===== src/rtl/hyperram_arbiter.sv =====
// hyperram_arbiter
// Shares one HyperRAM controller between three requesters
// (0 = instruction fetch, 1 = data memory, 2 = DMA).
// A round-robin grant is taken in IDLE, the command is presented in ISSUE,
// and the data phase is forwarded in XFER.
// A watchdog aborts a data phase that stalls for TIMEOUT cycles.
//
// Ports
//   clk, rst        : single rising-edge clock; asynchronous active-high reset
//   req_*           : packed per-requester request channel; slice i is at [i*W +: W]
//   wr_data/wr_ready: per-requester write beat data and the consume strobe
//   rd_data/rd_valid: shared read data bus and per-requester valid strobes
//   done, err       : burst-complete pulse per requester; err marks an aborted burst
//   err_cnt         : saturating count of aborted bursts
//   mem_*           : controller-side command and data channel
module hyperram_arbiter #(
  parameter int ADDR_W  = 23,
  parameter int DATA_W  = 32,
  parameter int LEN_W   = 4,
  parameter int TIMEOUT = 1024
) (
  input  logic                clk,
  input  logic                rst,
  input  logic [2:0]          req_valid,
  output logic [2:0]          req_ready,
  input  logic [2:0]          req_we,
  input  logic [3*ADDR_W-1:0] req_addr,
  input  logic [3*LEN_W-1:0]  req_len,
  input  logic [3*DATA_W-1:0] wr_data,
  output logic [2:0]          wr_ready,
  output logic [DATA_W-1:0]   rd_data,
  output logic [2:0]          rd_valid,
  output logic [2:0]          done,
  output logic                err,
  output logic [7:0]          err_cnt,
  output logic                mem_valid,
  input  logic                mem_ready,
  output logic                mem_we,
  output logic [ADDR_W-1:0]   mem_addr,
  output logic [LEN_W-1:0]    mem_len,
  output logic [DATA_W-1:0]   mem_wdata,
  input  logic                mem_wready,
  input  logic [DATA_W-1:0]   mem_rdata,
  input  logic                mem_rvalid,
  input  logic                mem_done
);

  typedef enum logic [1:0] {IDLE, ISSUE, XFER} state_t;

  localparam logic [15:0] WD_LIMIT = 16'(TIMEOUT - 1);

  state_t      state;
  logic [1:0]  grant;
  logic [1:0]  ptr;
  logic [1:0]  pick;
  logic [1:0]  cand1;
  logic [1:0]  cand2;
  logic [15:0] wdog;
  logic [2:0]  grant_oh;
  logic        in_issue;
  logic        in_xfer;
  logic        abort;
  logic        finish;

  function automatic logic [1:0] inc3(input logic [1:0] x);
    return (x == 2'd2) ? 2'd0 : x + 2'd1;
  endfunction

  // Round-robin search: ptr first, then the two requesters after it.
  always_comb begin
    cand1 = inc3(ptr);
    cand2 = inc3(cand1);
    pick  = cand2;
    if (req_valid[ptr])
      pick = ptr;
    else if (req_valid[cand1])
      pick = cand1;
  end

  assign in_issue = (state == ISSUE);
  assign in_xfer  = (state == XFER);
  assign grant_oh = 3'b001 << grant;

  // The watchdog only fires if this cycle brings neither a beat nor mem_done,
  // so a controller answering on the last allowed cycle is not punished.
  assign abort  = in_xfer && !mem_done && !mem_rvalid && !mem_wready && (wdog == WD_LIMIT);
  assign finish = in_xfer && (mem_done || abort);

  // Command side is only driven while ISSUE holds the grant.
  assign mem_valid = in_issue;
  assign mem_we    = in_issue & req_we[grant];
  assign mem_addr  = in_issue ? req_addr[grant*ADDR_W +: ADDR_W] : '0;
  assign mem_len   = in_issue ? req_len[grant*LEN_W +: LEN_W] : '0;
  assign req_ready = (in_issue && mem_ready) ? grant_oh : 3'b000;

  // Data side forwards controller strobes only during XFER.
  assign mem_wdata = in_xfer ? wr_data[grant*DATA_W +: DATA_W] : '0;
  assign wr_ready  = (in_xfer && mem_wready) ? grant_oh : 3'b000;
  assign rd_data   = in_xfer ? mem_rdata : '0;
  assign rd_valid  = (in_xfer && mem_rvalid) ? grant_oh : 3'b000;
  assign done      = finish ? grant_oh : 3'b000;
  assign err       = abort;

  // Arbitration FSM. Finishing a burst always returns to IDLE, so a fresh
  // grant is at least one cycle after done.
  always_ff @(posedge clk or posedge rst) begin
    if (rst) begin
      state   <= IDLE;
      grant   <= 2'd0;
      ptr     <= 2'd0;
      wdog    <= 16'd0;
      err_cnt <= 8'd0;
    end else begin
      case (state)
        IDLE: begin
          if (|req_valid) begin
            grant <= pick;
            state <= ISSUE;
          end
        end
        ISSUE: begin
          if (mem_ready) begin
            wdog  <= 16'd0;
            state <= XFER;
          end
        end
        XFER: begin
          if (finish) begin
            state <= IDLE;
            ptr   <= inc3(grant);
            if (abort && (err_cnt != 8'hFF))
              err_cnt <= err_cnt + 8'd1;
          end else if (mem_rvalid || mem_wready) begin
            wdog <= 16'd0;
          end else begin
            wdog <= wdog + 16'd1;
          end
        end
        default: state <= IDLE;
      endcase
    end
  end

endmodule


===== config.mk =====
export PLATFORM = sky130hd
export DESIGN_NAME = hyperram_arbiter
export DESIGN_NICKNAME = d
export VERILOG_FILES = /design/src/rtl/hyperram_arbiter.sv
export SDC_FILE = /design/constraint.sdc
export NUM_CORES = 1
export LEC_CHECK = 0
export ABC_AREA = 0
export CORE_AREA = 2 2 130 132
export CTS_CLUSTER_SIZE = 10
export DETAILED_ROUTE_END_ITERATION = 10
export DIE_AREA = 0 0 132 134
export GPL_TIMING_DRIVEN = 0
export PLACE_DENSITY_LB_ADDON = 0.1
export RECOVER_POWER = 25
export SETUP_SLACK_MARGIN = 0.1
export SLEW_MARGIN = 20
export SYNTH_ARGS = -nofsm -noshare
export SYNTH_HDL_FRONTEND = slang
export SYNTH_SLANG_ARGS = --single-unit

===== constraint.sdc =====
create_clock -name clk -period 8.1 [get_ports clk]
set_input_delay 2.43 -clock clk [delete_from_list [all_inputs] [get_ports clk]]
set_output_delay 2.43 -clock clk [all_outputs]
set_load 0.005 [all_outputs]

[After elaboration in Yosys (flattened, before gate mapping)]
Index checks and enable logic that the tools add are counted.
Storage, ports and cells
  bits of input ports: 221
  output and inout port bits: 114
  register bits: 30
Cells by class
  shift-type cells: 4
  equality and inequality tests: 11
  add/sub/neg operators: 5
  reductions and logical operators: 22
  bitwise gates (word level): 1
  order comparisons: 3
  mux-type cells: 27
  multiply operators: 1
Operators by type and width (number)
  indexed part select 96 x 8 -> 32 bit: 1
  indexed part select 69 x 8 -> 23 bit: 1
  2-to-1 mux 32 bit: 2
  2-to-1 mux 16 bit: 3
  one-hot mux 16 bit (2 select lines): 1
  2-to-1 mux 23 bit: 1
  adder 16 x 1 -> 16 bit (second input constant): 1
  equality test 16 x 10 -> 1 bit (second input constant): 1
  2-to-1 mux 2 bit: 8
  2-to-1 mux 3 bit: 4
  indexed part select 12 x 5 -> 4 bit: 1
  logical AND 1 bit: 9
  < comparator 2 x 3 -> 1 bit (second input constant): 3
  AND reduction 3 bit: 3
  adder 8 x 1 -> 8 bit (second input constant): 1
  equality test 2 bit (second input constant): 4
  != test 8 bit (second input constant): 1
  multiplier 2 x 5 -> 7 bit (second input constant): 1
  adder 2 x 1 -> 2 bit (second input constant): 3
  binary-select mux 1 bit (select 2 bit): 3
  != test 2 bit (second input constant): 3
  one-hot mux 2 bit (3 select lines): 1
  2-to-1 mux 4 bit: 1
  AND reduction 2 bit: 2
  other kinds (10): 15

[Longest topological paths before layout]
Gate-level depths: netlist of run 1.
  depth after elaboration: 9
  depth in mapped cells: 9

[Least setup slack after synthesis of run 1]
Ideal clock, no wire load.
  path kind: input to output
  start: in mem_wready
  end: out done[2]
  path slack: 1.942 ns
  stages on the path: 7
  data required time: 5.670 ns
  arrival: 3.728 ns
  cell sequence: nor4b_2 > nand3_1 > nor2_4 > buf_4 > buf_6 > nor2_1 > nor3_1
On the way
  cells in the longest elaborated chain, start to end: 6
RTL lines
  from (decl): line 42  | input logic mem_wready,
  zero test 1 bit: line 86  | assign abort = in_xfer && !mem_done && !mem_rvalid && !mem_wready && (wdog == WD_LIMIT);
  logical AND 1 bit (2 in series): line 86
  net err: line 34  | output logic err,
  logical OR 1 bit: line 87  | assign finish = in_xfer && (mem_done || abort);
  logical AND 1 bit: line 87
  2-to-1 mux 3 bit: line 101  | assign done = finish ? grant_oh : 3'b000;
  to (decl): line 33  | output logic [2:0] done,
The timed path passes the listed nets, and every way through them passes these cells.

[Worst setup path in the final report of run 1]
  start: in mem_wready
  end: out done[2]
On the way
  cells in the longest elaborated chain, start to end: 6
RTL lines (line)
  zero test 1 bit: 86
  logical AND 1 bit (2 in series): 86
  logical OR 1 bit: 87
  logical AND 1 bit: 87
  2-to-1 mux 3 bit: 101
No other way between the ends.

==> results of run 1 <==
synthesized netlist by cell type (all sizes together), types with 8 or more instances:
master / instances
a21oi: 62
and2: 32
and3: 8
buf: 12
clkbuf: 30
dfrtp: 30
mux2i: 60
nand2: 11
nand3: 13
nor2: 135
nor3: 8
o21ai: 12
o31ai: 19
through the flow:
step | setup slack, ns | instance area [sq um]
after floorplan | 1.94 | 3470
after CTS | 0.287 | 7290
after global routing | 0.109 | 7290
final | 0.325 | 7290
after detailed placement | 0.304 | 7090
after global placement | 0.337 | 7090
logic make-up (layout without fill, tap and decap cells):
kind of cell / Yosys count / in the layout / share of synthesized area, %
other: 0 / 1 / 0
muxes: 64 / 64 / 18.6
DFF: 30 / 30 / 21.6
and+or+nand+nor: 234 / 234 / 32.2
AOI/OAI and AO/OA: 107 / 107 / 19.0
adders and majority gates: 2 / 2 / 0.721
xor gates and xnor gates: 7 / 7 / 1.77
buffers and inverters: 48 / 390 / 6.16
registers in the layout, indices dropped and copies added, names as in the netlist:
signal and flops:
wdog 16, err_cnt 8, grant 2, ptr 2, state 2
worst reg2reg max path, delay by kind of cell, from the launching register on:
family / cells / cell delay, ns
AND/OR/NAND/NOR: 3 / 1.30
flip-flops: 1 / 0.46
multiplexers: 1 / 0.37
power groups by stage:
| stage | registers, mW | logic, mW | clock network, mW |
|---|---|---|---|
| 2_1_floorplan | 0.178 | 0.528 | 0 |
| 3_3_place_gp | 0.183 | 1.04 | 0 |
| 3_5_place_dp | 0.183 | 1.05 | 0 |
| 4_1_cts | 0.181 | 1.06 | 0.255 |
| 5_1_grt | 0.184 | 1.14 | 0.262 |
| 6_report | 0.181 | 1.05 | 0.251 |
worst min path at each step:
stage / from / end / slack (ns)
global route: err_cnt[6]$_DFFE_PP0P_ / err_cnt[6]$_DFFE_PP0P_ / 0.51
detailed placement: wdog[15]$_DFFE_PP0P_ / wdog[15]$_DFFE_PP0P_ / 0.49
CTS: wdog[15]$_DFFE_PP0P_ / wdog[15]$_DFFE_PP0P_ / 0.51
global placement: err_cnt[6]$_DFFE_PP0P_ / err_cnt[6]$_DFFE_PP0P_ / 0.48
floorplan: state[1]$_DFFE_PP0P_ / state[0]$_DFFE_PP0P_ / 0.46
finish: err_cnt[6]$_DFFE_PP0P_ / err_cnt[6]$_DFFE_PP0P_ / 0.50
layer usage:
metal / vias up / routed length [microns]
li1: 2389 / -
met1: 2292 / 7470
met2: 233 / 9890
met3: 24 / 1500
met4: 2 / 346
met5: - / 13
layout make-up:
type                            instances  area [sq um]
Clock buffer                            6           139
Antenna cell                            1          2.50
Buffer                                 42           191
Sequential cell                        30           751
Clock inverter                          2          60.1
Fill cell                            1641          9000
Multi-Input combinational cell        414          2510
Timing Repair Buffer                  334          3340
Inverter                                6          22.5
Tap cell                              220           275
==> flow_summary.toml, run 1 <==
[global_routing]
top_usage_layer = "met2"
overflow = 0
grt_max_degree = 31
met2_usage_pct = 38.9
globalRouteMet3Util_pct = 5.22
grt_pass1_vias = 4888
antenna_found_initial = 2
grt_pass1_wl_mm = 28.4
grtUsageTotal_pct = 20.4
use_met1_pct = 22.9

[drt]
dr.pass1.iters = 7
vias = 4940
wire_per_inst_microns = 18.2
drtIter0Drc = 229
routed_wl_mm = 19.2
viasPerCell = 4.68
final_antenna_net_count = 0
drc = 0

[worst_setup_path]
path_buf_inv = 4
cp_top_family = "simple AND/OR/NAND/NOR gates"
cp-start-kind = "input pin"
rr_worst_depth = 4
critPathCaptureType = "primary output"
r2r-end = "err_cnt[1]$_DFFE_PP0P_"
crit_path_end = "done[2]"
cpPeakStageDelay_ns = 0.58
cp_cell_sequence = "clkdlybuf4s50_1 > nor4b_2 > nand3_1 > nor2_4 > buf_4 > buf_6 > nor2_1 > nor3_1 > clkdlybuf4s50_1"
crit_slowest_cell = "clkdlybuf4s50_1"
crit_fanout = 10
ff2ff_setup_slack_ns = 5.85
crit_path_frequent_cell = "clkdlybuf4s50_1"
reg2reg_from = "state[0]$_DFFE_PP0P_"
critPathArrivalTime_ns = 5.34
critPathKind = "input pin to primary output"
crit_start = "mem_wready"
critPathRequiredTime_ns = 5.67
cp_num_cells = 9

[yosys]
yosysSeqAreaShare_pct = 21.6
yosys_warnings = 0
syn_nets = 715
yosysTopAreaCell = "dfrtp_1"
syn_area_sq_um = 3470
synth_area_per_cell_sq_um = 7.06
yosysUniqueCellTypes = 43
syn_inst = 492
synth_ff_type = "dfrtp_1"
ys_ff_latch = 30
netlist.area_leader.share_pct = 21.6
synth_edf_count = 0
synthArstFlopShare_pct = 100
synthTopCellsByArea = "dfrtp_1 (22%), mux2i_1 (17%), nor2_1 (14%), a21oi_1 (8.9%), and2_1 (5.8%)"

[floorplan]
num_io_pins = 335
core-area_sq_um = 16300
fp-row-count = 47
dieArea_sq_um = 17700
dieHeight_microns = 134
initial_core_util_pct = 21.3
fp.dieW_microns = 132

[hold_path]
hold_depth = 1
hp-class = "register to register"

[clock_tree]
clockRootBuffer = "clkbuf_16"
clk_latency_ns = 0.28
cts_sinks = 30
cts_hold_buffers = 0
tritoncts = "done"
cts_inserted_buffers = 5
clockBufferDepth = 2
cts_setup_buffers = 0
cts_max_level = 2
clkTransAtPathRegs_ns = 0.05
cts-resized-gates = 0

[sta]
tightest_slew_ns = 1.18
max_freq_ghz = 0.129
hold_viol = 0
slew_violations = 0
period_minus_slack_ns = 7.77
fin_setup_tns_ns = 0
setup_violations = 0
maxSlewHeadroom_pct = 21.4
rsz0062_at_grt = "false"
hold_slack_ns = 0.497
timing.final.crit_share_pct = 96.0
clock_skew_ns = 0.00254

[job]
drv_cap = 0

[outcome]
status = "finished, final reports clean"

[finish]
syn_to_final_growth_pct = 110
layout_commonest_cell = "clkdlybuf4s50_1"
final_cell_mix = "clkdlybuf4s50_1 (323), nor2_1 (134), a21oi_1 (62)"
final_util_pct = 44.8
drive_gt1_share_pct = 4.44
nets = 1056
stdcell_count = 1055

[pwr]
power_density_nw_per_um2 = 203
clkPwrFrac_pct = 17.0
p_total_mw = 1.48
pwr-share-comb_pct = 70.8
p_leak_nw = 2.87
sw_frac_of_total_pct = 39.8
p_switching_mw = 0.588
p_seq_share_pct = 12.2
p_int_mw = 0.890
peakVddDrop_mv = 0.0799

[placement]
placed_cells = 1046
gp_congestion = 0.921
io_buffers = 334
hpwl_mm = 16.3
Note: power is estimated with default switching activity, not from simulation.
==> run 2, diff against run 1 <==
--- a/config.mk
+++ b/config.mk
@@ -14,7 +14,6 @@
 export PLACE_DENSITY_LB_ADDON = 0.1
 export RECOVER_POWER = 25
 export SETUP_SLACK_MARGIN = 0.1
-export SLEW_MARGIN = 20
 export SYNTH_ARGS = -nofsm -noshare
 export SYNTH_HDL_FRONTEND = slang
 export SYNTH_SLANG_ARGS = --single-unit
==> results of run 2 <==
No change in the layout: final DEF, timing and power equal those of run 1.
==> run 3, diff against run 2 <==
--- a/config.mk
+++ b/config.mk
@@ -14,6 +14,8 @@
 export PLACE_DENSITY_LB_ADDON = 0.1
 export RECOVER_POWER = 25
 export SETUP_SLACK_MARGIN = 0.1
+export SKIP_CTS_REPAIR_TIMING = 1
 export SYNTH_ARGS = -nofsm -noshare
 export SYNTH_HDL_FRONTEND = slang
 export SYNTH_SLANG_ARGS = --single-unit
+export TNS_END_PERCENT = 10
==> results of run 3 <==
No change in the layout: final DEF, timing and power equal those of run 1.
